`src/rtl/divu_hilo_sequencer.sv`:
```
// divu_hilo_sequencer
// Decodes the funct field of the instruction in decode. It drives the
// registered ALU op and the result-mux select. It also runs the multi-cycle
// DIVU sequence: start the divider, wait DIV_CYCLES clocks, then write HI/LO.
// While a divide is in flight, any DIVU/MFHI/MFLO is held off with stall.
//
// Ports:
//   clk          system clock, rising edge
//   rst          asynchronous active-high reset
//   funct[5:0]   instruction funct field
//   funct_valid  funct carries a live instruction this cycle
//   alu_op[2:0]  registered ALU operation code
//   mux_sel[1:0] registered result select: 0 ALU, 1 shifter, 2 HI, 3 LO
//   div_start    one-cycle start pulse to the divider
//   busy         divide in flight (RUN or WRITE)
//   hilo_we      one-cycle HI/LO write enable
//   stall        combinational; the presented instruction is not accepted
//   illegal      registered one-cycle pulse for an unknown funct
module divu_hilo_sequencer #(
  parameter int DIV_CYCLES = 32,
  parameter int CNT_W      = 6
) (
  input  logic       clk,
  input  logic       rst,
  input  logic [5:0] funct,
  input  logic       funct_valid,
  output logic [2:0] alu_op,
  output logic [1:0] mux_sel,
  output logic       div_start,
  output logic       busy,
  output logic       hilo_we,
  output logic       stall,
  output logic       illegal
);

  localparam logic [5:0] F_SLL  = 6'd0;
  localparam logic [5:0] F_MFHI = 6'd16;
  localparam logic [5:0] F_MFLO = 6'd18;
  localparam logic [5:0] F_DIVU = 6'd27;
  localparam logic [5:0] F_ADD  = 6'd32;
  localparam logic [5:0] F_SUB  = 6'd34;
  localparam logic [5:0] F_AND  = 6'd36;
  localparam logic [5:0] F_OR   = 6'd37;
  localparam logic [5:0] F_SLT  = 6'd42;

  localparam logic [CNT_W-1:0] CNT_LAST = CNT_W'(DIV_CYCLES - 1);
  localparam logic [CNT_W-1:0] CNT_ONE  = CNT_W'(1);

  typedef enum logic [1:0] {
    IDLE  = 2'd0,
    RUN   = 2'd1,
    WRITE = 2'd2
  } state_t;

  state_t           state_r;
  logic [CNT_W-1:0] cnt_r;

  logic [5:0] dec_s;       // {illegal, alu_op[2:0], mux_sel[1:0]}
  logic       hilo_use_s;  // instruction needs the divider or HI/LO
  logic       accept_s;
  logic       is_divu_s;

  // Decode table: returns {illegal, alu_op, mux_sel}.
  function automatic logic [5:0] decode(input logic [5:0] f);
    logic [5:0] d;
    case (f)
      F_ADD:   d = {1'b0, 3'b010, 2'd0};
      F_SUB:   d = {1'b0, 3'b110, 2'd0};
      F_AND:   d = {1'b0, 3'b000, 2'd0};
      F_OR:    d = {1'b0, 3'b001, 2'd0};
      F_SLT:   d = {1'b0, 3'b111, 2'd0};
      F_SLL:   d = {1'b0, 3'b011, 2'd1};
      F_MFHI:  d = {1'b0, 3'b000, 2'd2};
      F_MFLO:  d = {1'b0, 3'b000, 2'd3};
      F_DIVU:  d = {1'b0, 3'b000, 2'd0};
      default: d = {1'b1, 3'b000, 2'd0};
    endcase
    return d;
  endfunction

  // Decode and acceptance; ALU/shift ops never stall, even mid-divide.
  always_comb begin
    dec_s      = decode(funct);
    is_divu_s  = (funct == F_DIVU);
    hilo_use_s = is_divu_s || (funct == F_MFHI) || (funct == F_MFLO);
    if (funct_valid && busy && hilo_use_s) begin
      stall = 1'b1;
    end else begin
      stall = 1'b0;
    end
    accept_s = funct_valid && !stall;
  end

  // WRITE counts as busy so a new DIVU/MFHI/MFLO waits for the HI/LO update.
  assign busy = (state_r != IDLE);

  // Decode output registers and the divide sequencing FSM.
  always_ff @(posedge clk or posedge rst) begin
    if (rst) begin
      state_r   <= IDLE;
      cnt_r     <= '0;
      alu_op    <= 3'b000;
      mux_sel   <= 2'd0;
      illegal   <= 1'b0;
      div_start <= 1'b0;
      hilo_we   <= 1'b0;
    end else begin
      // Pulse outputs default low so each lasts exactly one cycle.
      div_start <= 1'b0;
      hilo_we   <= 1'b0;
      illegal   <= 1'b0;

      if (accept_s) begin
        alu_op  <= dec_s[4:2];
        mux_sel <= dec_s[1:0];
        illegal <= dec_s[5];
      end

      case (state_r)
        IDLE: begin
          // A DIVU is only accepted here, since busy stalls it elsewhere.
          if (accept_s && is_divu_s) begin
            state_r   <= RUN;
            cnt_r     <= '0;
            div_start <= 1'b1;
          end
        end
        RUN: begin
          if (cnt_r == CNT_LAST) begin
            state_r <= WRITE;
            hilo_we <= 1'b1;
            cnt_r   <= '0;
          end else begin
            cnt_r <= cnt_r + CNT_ONE;
          end
        end
        WRITE: begin
          state_r <= IDLE;
          cnt_r   <= '0;
        end
        default: begin
          state_r <= IDLE;
          cnt_r   <= '0;
        end
      endcase
    end
  end

endmodule

```
`config.mk`:
```
export PLATFORM = sky130hd
export DESIGN_NAME = divu_hilo_sequencer
export DESIGN_NICKNAME = d
export VERILOG_FILES = /design/src/rtl/divu_hilo_sequencer.sv
export SDC_FILE = /design/constraint.sdc
export NUM_CORES = 1
export LEC_CHECK = 0
export CORE_MARGIN = 2
export CORE_UTILIZATION = 35
export DETAILED_ROUTE_END_ITERATION = 10
export PLACE_DENSITY = 0.65
export SLEW_MARGIN = 10
export SYNTH_ARGS = -nofsm -noshare
export SYNTH_HDL_FRONTEND = slang
export SYNTH_SLANG_ARGS = --single-unit
```
`constraint.sdc`:
```
create_clock -name clk -period 2.6 [get_ports clk]
set_clock_uncertainty 0.1 [all_clocks]
set_input_delay 0.52 -clock clk [delete_from_list [all_inputs] [get_ports clk]]
set_output_delay 0.52 -clock clk [all_outputs]
set_load 0.03 [all_outputs]
```
==> out/results.tsv, run 1 <==
metric	value	unit
status	finished clean	
synth_edf_count	0	
critPathMaxFanout	5	
grt_pass1_vias	701	
cts_max_path_buffers	2	
place_hpwl	1420	um
num_antenna_cells	0	
async_reset_ff_share	100	%
area_growth	32.6	%
maxSlewViolCount	0	
arrival	1.87	ns
drtPass1Iterations	4	
hold_buffers	0	
die-area	0.00286	sq mm
p_total	646	uW
fp-row-count	17	
postSynthCellCount	94	
drive_above_1_share	11.8	%
yosysSeqAreaShare	46.7	%
crit_required	1.98	ns
synthesis.nets	104	
cts_tree	done	
numCtsBuffers	3	
nets	131	
cp_top_family	simple AND/OR/NAND/NOR gates	
final_util	50.4	%
power_frac_seq	50.0	%
wl_per_cell	12.9	um
switching_share	34.5	%
p_int	423	uW
worstPathCellList	clkdlybuf4s50_1, or3b_4, nor4b_2, buf_4	
synthMuxAreaShare	1.17	%
syn_area	857	sq um
synth-simple-area-share	27.9	%
setup_viol	0	
setup_tns	0	ns
cts_sinks	16	
stdcell_area	0.00114	sq mm
cp-start-kind	input pin	
insertion_delay	0.29	ns
ys_ff_latch	16	
worst_pin_slew	0.597	ns
grt.total_usage	16.0	%
drt_iter0_markers	13	
synth_xor_area_share	1.02	%
cts_root_buf	clkbuf_4	
switching_power	223	uW
min_path_type	register to register	
gp_congestion	0.803	
place_ws	0.114	ns
synth_top_family_by_area	simple AND/OR/NAND/NOR gates	
period_share	95.7	%
start_util	38.0	%
yosysWarnings	0	
place_area	0.00111	sq mm
post_cts_resized	0	
max_slew_margin	60.2	%
drc	0	
grt_overflow_total	0	
drv_cap	0	
rsz0062_at_grt	false	
path_clk_slew	0.09	ns
ant_nets	0	
ir_drop	0.370	mV
viasPerCell	5.11	
fin_crit	2.49	ns
hold_viol_final	0	
ioPinCount	19	
cpPeakStageDelay	0.47	ns
drt_wl_total	1890	um
p_comb_share	29.6	%
power_frac_clock	20.4	%
ys_types	34	
fin_ws	0.111	ns
die_w	53.5	um
synth-adder-area-share	1.46	%
vias	751	
p_leak	0.502	nW
power_density	569	mW/mm^2
die_h	53.5	um
cp-end-kind	output port	
synth_compound_area_share	19.6	%
post-cts-setup-buffers	0	
crit_path_top_delay_cell	clkdlybuf4s50_1	
critPathBufInv	2	
portBuffers	18	
grt_max_degree	17	
ys.flop_type	dfrtp_1	
antenna_found_initial	0	
crit_type	input pin to output port	
clock.fmax	402	MHz
coreArea	0.00225	sq mm
cts-htree-levels	1	
grt_pass1_wl	3220	um
syn-mean-instance-area	9.12	sq um
cells in the mapped netlist (all sizes together) (3+ instances only):
| cell type | instances | area share, % |
|---|---|---|
| nor2 | 7 | 3.1 |
| a31oi | 4 | 2.9 |
| nand3 | 4 | 2.3 |
| inv | 3 | 1.3 |
| o21ai | 6 | 3.5 |
| nand2 | 17 | 7.4 |
| nor3 | 3 | 1.8 |
| dfrtp | 16 | 47 |
| nor2b | 3 | 2.2 |
| a21oi | 3 | 1.8 |
cells in the final DEF (no fill, tap or decap), types with 2 or more instances in the layout:
master,count
buf_4,7
clkbuf_4,3
nor2_1,7
a31oi_1,4
nor4_1,2
inv_1,3
clkdlybuf4s50_1,17
a21oi_1,3
o21ai_0,6
dfrtp_1,16
nand2b_1,2
nand3_1,4
nor2b_1,3
nand2_1,17
nor3_1,3
and3b_1,2
power by group through the flow:
stage	sequential [mW]	combinational, mW	clock (mW)
global route	0.332	0.218	0.143
CTS	0.322	0.192	0.136
floorplan	0.326	0.123	0
finish	0.323	0.192	0.132
global placement	0.325	0.187	0
detailed placement	0.327	0.189	0
cell type report:
type	count	area, sq um
clock buffers	3	22.5
fillers	231	1120
inverters	3	11.3
multi-input cells	73	444
flip-flops and latches	16	400
well taps	28	35.0
repair buffers	24	223
worst min-delay path, delay by kind of cell, from the launching register on:
kind	cells	cell delay, ns
DFF	1	0.35
AOI/OAI and AO/OA	1	0.06
and+or+nand+nor	1	0.05
routing by layer:
metal,wire length (um),global-route usage [%]
met1,977,23.2
met2,813,22.2
met3,63,4.24
met4,36,6.41
met5,0,0
path summary, 6_finish.rpt:
path                                              from                     end  slack (ns)  depth (start not counted)
worst max-delay path                          funct[2]                   stall        0.11                          4
worst min-delay path             alu_op[1]$_DFFE_PP0N_   alu_op[1]$_DFFE_PP0N_        0.39                          2
worst max register to register  state_r[0]$_DFFE_PP0P_  state_r[0]$_DFFE_PP0P_        1.04                          4
worst min register to register   alu_op[1]$_DFFE_PP0N_   alu_op[1]$_DFFE_PP0N_        0.39                          2
max in group asynchronous                          rst    cnt_r[1]$_DFFE_PP0P_        1.52                          2
min in group asynchronous                          rst   alu_op[0]$_DFFE_PP0N_        0.49                          2
cell families (layout without fill, tap and decap cells):
| group | count (synthesis) | in the layout |
|---|---|---|
| DFF | 16 | 16 |
| buffers and inverters | 5 | 30 |
| muxes | 1 | 1 |
| AOI/OAI and AO/OA | 23 | 23 |
| xor gates and xnor gates | 1 | 1 |
| and+or+nand+nor | 47 | 47 |
| adders and majority gates | 1 | 1 |
state kept, by name, indices dropped and copies added, names as in the netlist:
signal     count
alu_op         3
cnt_r          6
div_start      1
hilo_we        1
illegal        1
mux_sel        2
state_r        2
through the flow:
stage	cells	hold WS, ns
3_5_place_dp	144	0.367
6_report	147	0.389
4_1_cts	147	0.396
3_3_place_gp	144	0.359
5_1_grt	147	0.422
2_1_floorplan	94	0.334
Note: power is estimated with default switching activity, not from simulation.
==> run 2: changes to the inputs <==
--- a/config.mk
+++ b/config.mk
@@ -7,6 +7,7 @@
 export LEC_CHECK = 0
 export CORE_MARGIN = 2
 export CORE_UTILIZATION = 35
+export CTS_BUF_LIST = sky130_fd_sc_hd__clkbuf_2
 export DETAILED_ROUTE_END_ITERATION = 10
 export PLACE_DENSITY = 0.65
 export SLEW_MARGIN = 10
==> out/results.tsv, run 2 (synthesized netlist as in run 1, its figures left out) <==
metric	value	unit
crit_type	input pin to output port	
cts_max_path_buffers	2	
cp_top_family	simple AND/OR/NAND/NOR gates	
vias	768	
final_cell_mix	17 x nand2_1, 17 x clkdlybuf4s50_1, 16 x dfrtp_1	
numCtsBuffers	3	
cpPeakStageDelay	0.47	ns
place_ws	0.114	ns
min_path_type	register to register	
drt_wl_total	1940	um
ir_drop	0.357	mV
crit_required	1.98	ns
hold_buffers	0	
cts_root_buf	clkbuf_2	
multi_input_area	444	sq um
critPathMaxFanout	5	
critPathBufInv	2	
ant_nets	0	
status	finished clean	
worstPathCellList	clkdlybuf4s50_1, or3b_4, nor4b_2, buf_4	
portBuffers	18	
r2r_slack	1.03	ns
die_h	53.5	um
largest_registers	cnt_r x6, alu_op x3	
ioPinCount	19	
drtPass1Iterations	4	
maxSlewViolCount	0	
antenna_found_initial	0	
die-area	0.00286	sq mm
nets	131	
cp-start-kind	input pin	
rsz0062_at_grt	false	
layout.cells.non_filler	147	
dp_cells	144	
grt_overflow_total	0	
grt.total_usage	16.3	%
arrival	1.87	ns
regMostFlops	cnt_r	
die_w	53.5	um
fill_cells	238	
fp-row-count	17	
largest_register_ffs	6	
hold_viol_final	0	
drive_above_1_share	11.8	%
cts_sinks	16	
cts-htree-levels	1	
start_util	38.0	%
num_antenna_cells	0	
post_cts_resized	0	
worst_pin_slew	0.593	ns
p_leak	0.501	nW
period_share	95.9	%
setup_viol	0	
grt_pass1_vias	715	
fin_crit	2.49	ns
power_density	553	mW/mm^2
fin_ws	0.107	ns
area_growth	31.7	%
grt_pass1_wl	3280	um
viasPerCell	5.22	
place_hpwl	1420	um
path_clk_slew	0.16	ns
max_slew_margin	60.4	%
drv_cap	0	
grt_max_degree	17	
gp_congestion	0.803	
crit_path_top_delay_cell	clkdlybuf4s50_1	
drc	0	
cp-end-kind	output port	
cts_tree	done	
ff_latch_area	400	sq um
coreArea	0.00225	sq mm
insertion_delay	0.29	ns
post-cts-setup-buffers	0	
wl_per_cell	13.2	um
drt_iter0_markers	14	
clock.fmax	401	MHz
setup_tns	0	ns
-- run 2: cell counts in the layout (fill, tap and decap cells not counted) --
Identical to the previous run, type by type.
-- run 2: final cells by class --
| type | instances | area share, % |
|---|---|---|
| Tap cell | 28 | 3.10 |
| Timing Repair Buffer | 24 | 19.7 |
| Inverter | 3 | 0.998 |
| Multi-Input combinational cell | 73 | 39.4 |
| Clock buffer | 3 | 1.33 |
| Sequential cell | 16 | 35.5 |
-- run 2: path summary, 6_finish.rpt --
kind	cells past startpoint	from	end
worst max-delay path	4	funct[2]	stall
worst min-delay path	2	alu_op[1]$_DFFE_PP0N_	alu_op[1]$_DFFE_PP0N_
worst max register to register	4	state_r[0]$_DFFE_PP0P_	state_r[0]$_DFFE_PP0P_
worst min register to register	2	alu_op[1]$_DFFE_PP0N_	alu_op[1]$_DFFE_PP0N_
max in group asynchronous	2	rst	cnt_r[1]$_DFFE_PP0P_
min in group asynchronous	2	rst	alu_op[0]$_DFFE_PP0N_
-- run 2: tightest hold or removal path, stage by stage (launching register included) --
cell and delay, ns:
dfrtp_1 0.38, nand2_1 0.05, o41ai_1 0.06
-- run 2: power breakdown --
part | internal [mW] | switching (mW) | total (mW)
clock network | 0.0315 | 0.0767 | 0.108
logic | 0.0846 | 0.107 | 0.192
registers | 0.284 | 0.0393 | 0.324
total | 0.401 | 0.223 | 0.624
-- run 2: stage by stage --
step                area, sq um  util (%)  hold slack (ns)  total power [mW]
finish                     1130      50.1            0.402             0.624
CTS                        1130      50.1            0.408             0.627
global route               1130      50.1            0.435             0.670
floorplan                   863         -            0.334             0.449
detailed placement         1110      49.4            0.367             0.517
global placement           1110      49.4            0.359             0.512
-- run 2: layer usage --
| metal | global-route usage [%] | wire length (um) |
|---|---|---|
| met1 | 23.2 | 974 |
| met2 | 23.3 | 876 |
| met3 | 4.24 | 74 |
| met4 | 6.41 | 15 |
| met5 | 0 | 0 |
==> run 3: changes to the inputs <==
--- a/config.mk
+++ b/config.mk
@@ -5,11 +5,14 @@
 export SDC_FILE = /design/constraint.sdc
 export NUM_CORES = 1
 export LEC_CHECK = 0
+export CELL_PAD_IN_SITES_DETAIL_PLACEMENT = 0
+export CELL_PAD_IN_SITES_GLOBAL_PLACEMENT = 2
 export CORE_MARGIN = 2
 export CORE_UTILIZATION = 35
 export CTS_BUF_LIST = sky130_fd_sc_hd__clkbuf_2
 export DETAILED_ROUTE_END_ITERATION = 10
-export PLACE_DENSITY = 0.65
+export DONT_BUFFER_PORTS = 1
+export PLACE_DENSITY = 0.8
 export SLEW_MARGIN = 10
 export SYNTH_ARGS = -nofsm -noshare
 export SYNTH_HDL_FRONTEND = slang
==> out/results.tsv, run 3 (synthesized netlist as in run 1, its figures left out) <==
metric	value	unit
status	finished clean	
ant_nets	0	
p_total	573	uW
wl_per_cell	14.1	um
cpPeakStageDelay	0.35	ns
dp_cells	121	
viasPerCell	5.50	
fp-row-count	17	
worst_pin_slew	0.601	ns
coreArea	0.00225	sq mm
final_cell_mix	17 x nand2_1, 16 x dfrtp_1, 7 x nor2_1	
switching_share	35.0	%
nets	108	
switching_power	201	uW
grt_max_degree	17	
post_cts_resized	0	
place_hpwl	1320	um
regMostFlops	cnt_r	
maxSlewViolCount	0	
critPathMaxFanout	8	
drtPass1Iterations	4	
path_clk_slew	0.14	ns
rsz0062_at_grt	false	
cts_root_buf	clkbuf_2	
cts-htree-levels	1	
grt.total_usage	15.3	%
cp-start-kind	input pin	
largest_register_ffs	6	
drv_cap	0	
p_comb_share	24.8	%
die_w	53.5	um
final_common_cell	nand2_1	
power_density	628	mW/mm^2
cts_max_path_buffers	2	
die_h	53.5	um
ir_drop	0.322	mV
start_util	38.0	%
critPathBufInv	1	
layout.cells.non_filler	124	
grt_pass1_wl	3060	um
drt_iter0_markers	25	
cts_tree	done	
hold_buffers	0	
power_frac_seq	57.5	%
drc	0	
path_depth	4	
cp_top_family	compound AO/OA/AOI/OAI gates	
numCtsBuffers	3	
grt_pass1_vias	652	
startpoint	funct[0]	
crit_required	1.98	ns
power_frac_clock	17.7	%
cp-end-kind	output port	
gp_congestion	0.786	
ioPinCount	19	
reg2reg_depth	4	
hold_viol_final	0	
r2r_start	state_r[0]$_DFFE_PP0P_	
insertion_delay	0.27	ns
arrival	1.35	ns
antenna_found_initial	0	
clock.fmax	507	MHz
setup_tns	0	ns
vias	682	
die-area	0.00286	sq mm
cts_sinks	16	
grt_overflow_total	0	
fill_cells	239	
largest_registers	cnt_r x6, alu_op x3	
fin_crit	1.97	ns
post-cts-setup-buffers	0	
min_path_type	input pin to async pin	
final_util	40.5	%
hold_slack	0.0792	ns
p_int	373	uW
crit_path_top_delay_cell	a21boi_0	
portBuffers	0	
drt_wl_total	1750	um
period_share	75.9	%
num_antenna_cells	0	
setup_viol	0	
area_growth	6.57	%
crit_type	input pin to output port	
max_slew_margin	59.9	%
p_leak	0.409	nW
worstPathCellList	a21boi_0, nor2_1, nor4b_2, buf_4	
drive_above_1_share	8.33	%
==> run 3: area by class of cell <==
class	instances	area, sq um	share of cell area, %
multi-input combinational	73	444	48.6
sequential	16	400	43.8
tap	28	35.0	3.84
clock buffer	3	15.0	1.64
inverter	3	11.3	1.23
timing repair buffer	1	7.51	0.822
==> run 3: layer usage <==
metal  global-route usage [%]  wire (um)
met5                        0          0
met1                     21.0        885
met4                     7.69         27
met3                     5.93        137
met2                     20.6        702
==> run 3: power groups by stage <==
stage,clock network (mW),registers [mW],logic [mW]
2_1_floorplan,0,0.326,0.123
3_3_place_gp,0,0.336,0.143
3_5_place_dp,0,0.336,0.143
4_1_cts,0.110,0.330,0.145
5_1_grt,0.118,0.339,0.166
6_report,0.101,0.330,0.142
==> run 3: through the flow <==
stage	area, sq um	setup slack (ns)
detailed placement	898	0.622
global placement	898	0.631
floorplan	863	0.264
global route	913	0.513
CTS	913	0.593
finish	913	0.627
==> run 3: path summary, 6_finish.rpt <==
path	to	slack [ns]
hold reg to reg	cnt_r[3]$_DFFE_PP0P_	0.43
setup reg to reg	state_r[0]$_DFFE_PP0P_	0.84
hold / removal	state_r[1]$_DFFE_PP0P_	0.08
setup / recovery	stall	0.63
max in group asynchronous	cnt_r[4]$_DFFE_PP0P_	1.93
min in group clk	alu_op[1]$_DFFE_PP0N_	0.23
==> run 3: worst reg2reg max path: cells and delay by family (launching register included) <==
| kind | cells | cell delay, ns |
|---|---|---|
| AO/OA/AOI/OAI | 1 | 0.12 |
| AND/OR/NAND/NOR | 2 | 0.80 |
| buffers and inverters | 1 | 0.28 |
| flip-flops | 1 | 0.41 |
